[src/rtl/piezo_tone_player.sv]
`default_nettype none
// piezo_tone_player: one-note-per-request square-wave piezo driver (12 semitones + rest, octaves 4..7).
// Optional macro PIEZO_GAP_EN adds a silent GAP of GAP_TK ticks after every non-empty note.
module piezo_tone_player #(
  parameter int CLK_HZ  = 1_000_000,
  parameter int TICK_HZ = 1000,
  parameter int DUR_W   = 10,
  parameter int GAP_TK  = 20
) (
  input  logic             clk,
  input  logic             reset,
  input  logic             start,
  input  logic [3:0]       note,
  input  logic [1:0]       octave,
  input  logic [DUR_W-1:0] dur,
  output logic             ready,
  output logic             busy,
  output logic             done,
  output logic             piezo
);

  localparam int TICK_CYC = CLK_HZ / TICK_HZ;
  localparam int TK_W     = (TICK_CYC > 1) ? $clog2(TICK_CYC) : 1;
  localparam longint unsigned F_CHZ [12] = '{26163, 27718, 29366, 31113, 32963, 34923,
                                             36999, 39200, 41530, 44000, 46616, 49388};

  function automatic longint unsigned calc_half(input longint unsigned f);
    return (longint'(CLK_HZ) * 64'd100 + f) / (64'd2 * f);
  endfunction

  // C4 has the lowest pitch, hence the longest half period
  localparam longint unsigned HALF_MAX = calc_half(F_CHZ[0]);
  localparam int PH_W = $clog2(HALF_MAX);

`ifdef PIEZO_GAP_EN
  localparam int GP_W = (GAP_TK > 1) ? $clog2(GAP_TK + 1) : 1;
  typedef enum logic [1:0] {S_IDLE, S_TONE, S_GAP} state_t;
  logic [GP_W-1:0] gap_q;
`else
  typedef enum logic [0:0] {S_IDLE, S_TONE} state_t;
`endif

  state_t           state;
  logic [3:0]       note_q;
  logic [1:0]       oct_q;
  logic [DUR_W-1:0] rem_q;
  logic [TK_W-1:0]  tick_q;
  logic [PH_W-1:0]  phase_q;
  logic             empty_q;

  logic [PH_W-1:0] half_tab [16];
  logic [PH_W-1:0] half;
  logic            is_rest;
  logic            tick_wrap;

  for (genvar i = 0; i < 16; i++) begin : g_half
    if (i < 12) begin : g_pitch
      assign half_tab[i] = PH_W'(calc_half(F_CHZ[i]));
    end else begin : g_rest
      assign half_tab[i] = '0;
    end
  end

  assign half      = half_tab[note_q] >> oct_q;
  assign is_rest   = note_q[3] & note_q[2];
  assign tick_wrap = (tick_q == TK_W'(TICK_CYC - 1));
  assign ready     = (state == S_IDLE);
  assign busy      = ~ready;

  always_ff @(posedge clk or posedge reset) begin
    if (reset) begin
      state   <= S_IDLE;
      note_q  <= '0;
      oct_q   <= '0;
      rem_q   <= '0;
      tick_q  <= '0;
      phase_q <= '0;
      empty_q <= 1'b0;
      done    <= 1'b0;
      piezo   <= 1'b0;
`ifdef PIEZO_GAP_EN
      gap_q   <= '0;
`endif
    end else begin
      done <= 1'b0;
      case (state)
        S_IDLE: begin
          // an empty note completes one cycle after its accept edge
          done    <= empty_q;
          empty_q <= 1'b0;
          piezo   <= 1'b0;
          if (start) begin
            note_q  <= note;
            oct_q   <= octave;
            rem_q   <= dur;
            tick_q  <= '0;
            phase_q <= '0;
            if (dur == '0) empty_q <= 1'b1;
            else           state   <= S_TONE;
          end
        end
        S_TONE: begin
          tick_q <= tick_wrap ? '0 : tick_q + TK_W'(1);
          if (!is_rest) begin
            if (phase_q == half - PH_W'(1)) begin
              phase_q <= '0;
              piezo   <= ~piezo;
            end else begin
              phase_q <= phase_q + PH_W'(1);
            end
          end
          // expiry overrides any toggle scheduled on the same edge
          if (tick_wrap) begin
            if (rem_q == DUR_W'(1)) begin
              piezo   <= 1'b0;
              phase_q <= '0;
`ifdef PIEZO_GAP_EN
              state   <= S_GAP;
              gap_q   <= GP_W'(GAP_TK);
`else
              state   <= S_IDLE;
              done    <= 1'b1;
`endif
            end else begin
              rem_q <= rem_q - DUR_W'(1);
            end
          end
        end
`ifdef PIEZO_GAP_EN
        S_GAP: begin
          piezo  <= 1'b0;
          tick_q <= tick_wrap ? '0 : tick_q + TK_W'(1);
          if (tick_wrap) begin
            if (gap_q == GP_W'(1)) begin
              state <= S_IDLE;
              done  <= 1'b1;
            end else begin
              gap_q <= gap_q - GP_W'(1);
            end
          end
        end
`endif
        default: state <= S_IDLE;
      endcase
    end
  end

endmodule
`default_nettype wire
[config.mk]
export PLATFORM = sky130hd
export DESIGN_NAME = piezo_tone_player
export DESIGN_NICKNAME = d
export VERILOG_FILES = /design/src/rtl/piezo_tone_player.sv
export SDC_FILE = /design/constraint.sdc
export NUM_CORES = 1
export LEC_CHECK = 0
export CAP_MARGIN = 20
export CORE_ASPECT_RATIO = 0.7
export CORE_MARGIN = 5
export CORE_UTILIZATION = 43
export CTS_BUF_LIST = sky130_fd_sc_hd__clkbuf_8
export CTS_CLUSTER_SIZE = 16
export DETAILED_ROUTE_END_ITERATION = 8
export GPL_TIMING_DRIVEN = 0
export PLACE_DENSITY = 0.74
export SETUP_SLACK_MARGIN = 0.15
export SLEW_MARGIN = 20
export SYNTH_ARGS = -nofsm -noshare
export SYNTH_HDL_FRONTEND = slang
export SYNTH_SLANG_ARGS = --single-unit
[constraint.sdc]
create_clock -name clk -period 3.25 [get_ports clk]
set_clock_uncertainty 0.05 [all_clocks]
set_input_delay 0.65 -clock clk [delete_from_list [all_inputs] [get_ports clk]]
set_output_delay 0.65 -clock clk [all_outputs]
set_load 0.02 [all_outputs]
# After elaboration in Yosys (flattened, before gate mapping)
# Memory sizes are Yosys's and may differ from the RTL's.
# Cells that the tools add are included.
# totals
regBits,41
mem_bits_ro,176
out_inout_bits,4
n_memories,1
# op_classes
addsub,4
magnitude_cmp,1
eq_ne,6
shift,1
muxes,30
bitwise,4
reduce_logical,3
# mem_list
memory,depth,width,read_ports,rd_ports_with_merged_regs,write_ports,line_no,source
(no name shown),16,11,1,0,0,64,assign half = half_tab[note_q] >> oct_q;
# op_table
cell,n
2-to-1 mux 11 bit,7
2-to-1 mux 10 bit,5
one-hot mux 10 bit (2 select lines),2
one-hot mux 11 bit (2 select lines),1
2-to-1 mux 1 bit,12
"adder 11 x 1 -> 11 bit, second input constant",1
== test 11 bit,1
right shift 11 x 2 -> 11 bit,1
"subtractor 11 x 1 -> 11 bit, second input constant",1
"adder 10 x 1 -> 10 bit, second input constant",1
"== test 10 x 1 -> 1 bit, second input constant",1
"== test 10 bit, second input constant",1
zero test 10 bit,1
"subtractor 10 x 1 -> 10 bit, second input constant",1
one-hot mux 1 bit (2 select lines),3
">= comparator 5 bit, second input constant",1
NOT 4 -> 5 bit,1
"inequality test 2 bit, second input constant",2
AND reduction 3 bit,1
"inequality test 2 x 1 -> 1 bit, second input constant",1
NOT 1 bit,2
AND reduction 2 bit,1
bitwise AND 1 bit,1

# Depth between registers and ports, before layout
# logic_depth
ltp_word,12
ltp_mapped,15
mapped_depth_nobuf,15

# Least setup slack after synthesis
# No wires, ideal clock.
# synth_timing
kind,register to register
from,register note_q[0]
to,register phase_q[3]
setup_ns,0.132
arrival_time_ns,3.148
t_required_ns,3.068
slack_ns,-0.080
path_stages_with_launch,15
path_buffers,0
synth_period_minus_slack_ns,3.330
path_cell_list,dfrtp_1 > inv_1 > ha_1 > o22ai_1 > a211oi_1 > nand2_1 > a21oi_1 > ha_1 > nor4b_1 > xnor3_1 > nor3_1 > o311a_1 > a21oi_4 > nor2_4 > o211ai_2
# synth_between
elab_chain_len,12
# synth_rtl
element,line_no,source
start: declaration,44,logic [3:0] note_q;
start signal: assignment,93,note_q <= note;
NOT 4 -> 5 bit (implied by the code) (*),64,
memory read (16 x 11 bit) (*),--,
2-to-1 mux 11 bit (implied by the code) (*) (2 in series),64,
right shift 11 x 2 -> 11 bit (*),64,
subtractor 11 x 1 -> 11 bit (*),105,if (phase_q == half - PH_W'(1)) begin
== test 11 bit (*),105,
2-to-1 mux 11 bit (*),105,
2-to-1 mux 11 bit (*),104,if (!is_rest) begin
2-to-1 mux 11 bit,114,if (rem_q == DUR_W'(1)) begin
2-to-1 mux 11 bit (*),113,if (tick_wrap) begin
one-hot mux 11 bit (2 select lines) (*),86,case (state)
end signal: assignment,109,phase_q <= phase_q + PH_W'(1);
end: declaration,48,logic [PH_W-1:0] phase_q;
# Every way passes the cells marked *; elsewhere a longest branch is shown, timed or not. The select of a mux whose other input is x is not followed.
# A chain may end at the register's enable or synchronous reset.

# Final worst setup path
# layout_timing
from,register note_q[0]
to,register phase_q[0]
# The elaborated chain is that of the path after synthesis.

==> results.md <==
* Failing checks: setup timing
* CP max FO at 7
* Fin crit share at 1.02
* Hold buffers post-CTS at 0
* Power Internal at 0.00127 W
* First-pass GRT wire length at 15.2 mm
* CP max-delay cell: or4_1
* Share of layout cells above drive strength 1 at 0.235
* Share of power burned in registers at 0.347
* Hold path depth at 2
* Area after DPL at 3740 um2
* DR pass1 iterations at 4
* DRC violations left at 0
* Beginning of the critical path: note_q[0]
* Leak pwr at 1.68 nW
* WS Path Type: flop to flop
* Clk pwr share at 0.253
* Register-to-Register Path Depth at 13
* Worst Path Arrival at 3.48 ns
* Initial antenna violation count at 0
* DR iter-0 viols at 290
* CORE AREA at 7450 um2
* Yosys top cell area share at 0.307
* Post-synth top flop: dfrtp_1
* Clock buffer depth at 2
* Final slew viol count at 0
* Post-synth EDFFs at 0
* Clock latency at the later pin of the worst-skew pair at 0.30 ns
* WL/cell at 16.4 um
* Simple-Gate Fraction of Synth Area at 0.284
* Post-Place Worst Slack at -0.299 ns
* Setup crit start kind: flop
* Via density at 5.88
* Synth cell count leaders: nand2_1, dfrtp_1, o21ai_0
* Worst-path cell chain: buf_6 -> ha_4 -> buf_4 -> or4_1 -> a21oi_4 -> nor2_4 -> nand3_1 -> buf_4 -> a211oi_1 -> or3_4 -> a21oi_4 -> nor2_4 -> o311ai_4
* R2r endpoint: phase_q[0]
* Fin nets at 498
* Most common cell in the synthesized netlist: nand2_1
* PnR Total Power at 0.00195 W
* Syn_nets at 445
* Pin count of the biggest net entering global routing at 35
* Max cap viols at 0
* Comb pwr share at 0.400
* Largest family of logic cells by synthesized area: simple AND/OR/NAND/NOR gates
* Cell variety after synth at 71
* HPWL Detailed at 6.46 mm
* GPL Wtd Cong at 0.902
* Final count of hold timing violations at 0
* WP depth at 13
* Total number of vias at 3327
* Critical path capture point type: flop
* Complex-gate fraction of the synthesized area at 0.248
* Die ar. at 9670 um2
* Antenna-violating nets left at 0
* RSZ-0062 raised after global routing: true
* Buffers on Ports at 22
* Peak VDD IR at 296 uV
* Vias in the first global route at 3141
* # fillers at 649
* Area of the multi-input gates at 2470 um2
* Max incr delay on CP at 0.55 ns
* Synth area leaders: dfrtp_1, nand2_1, o21ai_0
* Mapped Area at 3340 um2
* CTS buffer count at 5
* Final min period at 3.32 ns
* PwrDens at 446 nW/um2
* Register area share after synthesis at 0.307
* Die width at 115 um
* Switching Share at 0.350
* Post-Synth Adder-Cell Area at 0.0449
* Seq. cell area at 1030 um2
* Site Rows at 26
* Post-Route WL at 9.28 mm
* Diode count at 0
* Max frequency at 301 MHz
* Initial Util at 0.449
* # setup viols final at 7
* Slew @ Worst Pin at 0.606 ns
* Post-Synth XOR/XNOR Area at 0.0513
* Global route total overflow at 0
* Status: finished with violations
* Area grow syn2layout at 30.9%
* CTS tree: built
* Gr usage total at 0.191
* Synth Instances at 414
* Die height at 83.8 um
* Hold EP: empty_q
* Async S/R FF share, synth at 1.00
* #FFs+latches synth at 41
* R2r setup slk at -0.07 ns
* Critical path buffers and inverters at 3
* Clock Sinks at 41
* Post-synthesis mux area share at 0.0127
* Class of the worst hold path: flop to flop
* H-tree depth at 2
* Synth area leader: dfrtp_1
* Reg2reg start: note_q[0]
* CTS clk-pin slew, worst paths at 0.08 ns
* Final worst slack at -0.0721 ns
* I/O pin total at 23
* CTS Root Cell: clkbuf_8
* Max-slew headroom at 0.591
* Cell area after layout at 4380 um2
* Delay-heaviest family, CP: simple AND/OR/NAND/NOR gates
* Ys Warns at 0
* Required time of the critical path at 3.41 ns
* Syn avg cell area at 8.08 um2
* Hold path startpoint: empty_q
* Net Sw Power at 0.000683 W
==> what timing repair did <==
action | in CTS | in global routing
pin swaps | 24 | 24
gates cloned | 1 | 0
setup endpoints to repair | 12 | 13
resized for setup | 43 | 23
buffers inserted | 17 | 5
==> cell usage in the layout (no fill, tap or decap), types with 11 or more instances in the layout <==
| cell | instances |
|---|---|
| nand2_1 | 55 |
| dfrtp_1 | 39 |
| o21ai_0 | 32 |
| nor2_1 | 29 |
| clkdlybuf4s50_1 | 22 |
| nand3_1 | 20 |
| buf_4 | 18 |
| a21oi_1 | 16 |
| clkbuf_1 | 11 |
| inv_1 | 11 |
==> stage by stage <==
step,TNS [ns],instances,util,hold slack (ns)
2_1_floorplan,0,414,-,0.401
3_3_place_gp,-2.15,534,0.499,0.417
3_5_place_dp,-2.84,535,0.502,0.432
4_1_cts,0,561,0.566,0.451
5_1_grt,-1.60,566,0.588,0.484
6_report,-0.341,566,0.588,0.451
==> cell type report <==
cell class,instances,share of cell area
multi-input combinational,335,0.563
sequential,41,0.235
timing repair buffer,45,0.101
tap,98,0.0280
buffer,22,0.0266
clock buffer,5,0.0157
inverter,17,0.0157
clock inverter,3,0.0149
==> power groups by stage <==
stage / Clock [W] / Combinational, W / Sequential, W
finish: 0.000494 / 0.000781 / 0.000677
global route: 0.000526 / 0.000844 / 0.000691
CTS: 0.000502 / 0.000711 / 0.000671
detailed placement: 0 / 0.000581 / 0.000681
global placement: 0 / 0.000554 / 0.000673
floorplan: 0 / 0.000456 / 0.000655
==> cells by family (layout without fill, tap and decap cells) <==
| family | Yosys count | count (layout) |
|---|---|---|
| AND/OR/NAND/NOR | 185 | 186 |
| AO/OA/AOI/OAI | 116 | 116 |
| flip-flops | 41 | 41 |
| buffers and inverters | 39 | 92 |
| XOR/XNOR | 18 | 18 |
| adder cells (fa/ha/maj) | 12 | 12 |
| multiplexers | 3 | 3 |
==> worst min-delay path, stage by stage (launching register included) <==
cell	delay (ns)
dfrtp_1	0.35
nand2_1	0.05
o21ai_0	0.07
==> metal layers <==
| metal | global-route usage | up-vias | wire length (um) |
|---|---|---|---|
| met3 | 0.0413 | 8 | 485 |
| met1 | 0.280 | 1612 | 4450 |
| met4 | 0.0256 | 0 | 63 |
| li1 | - | 1607 | - |
| met2 | 0.296 | 100 | 4280 |
| met5 | 0 | - | 0 |
==> how the worst max path moves through the flow <==
stage / to
finish: phase_q[0]
global placement: phase_q[10]
global route: phase_q[4]
floorplan: phase_q[0]
CTS: phase_q[0]
detailed placement: phase_q[6]
==> sequential cells by signal (all words and copies together) (netlist names) <==
signal and cells:
rem_q 10, empty_q 1, tick_q 10, piezo 1
done 1, note_q 4, phase_q 11, busy 1
oct_q 2
(Power assumes the default switching activity.)
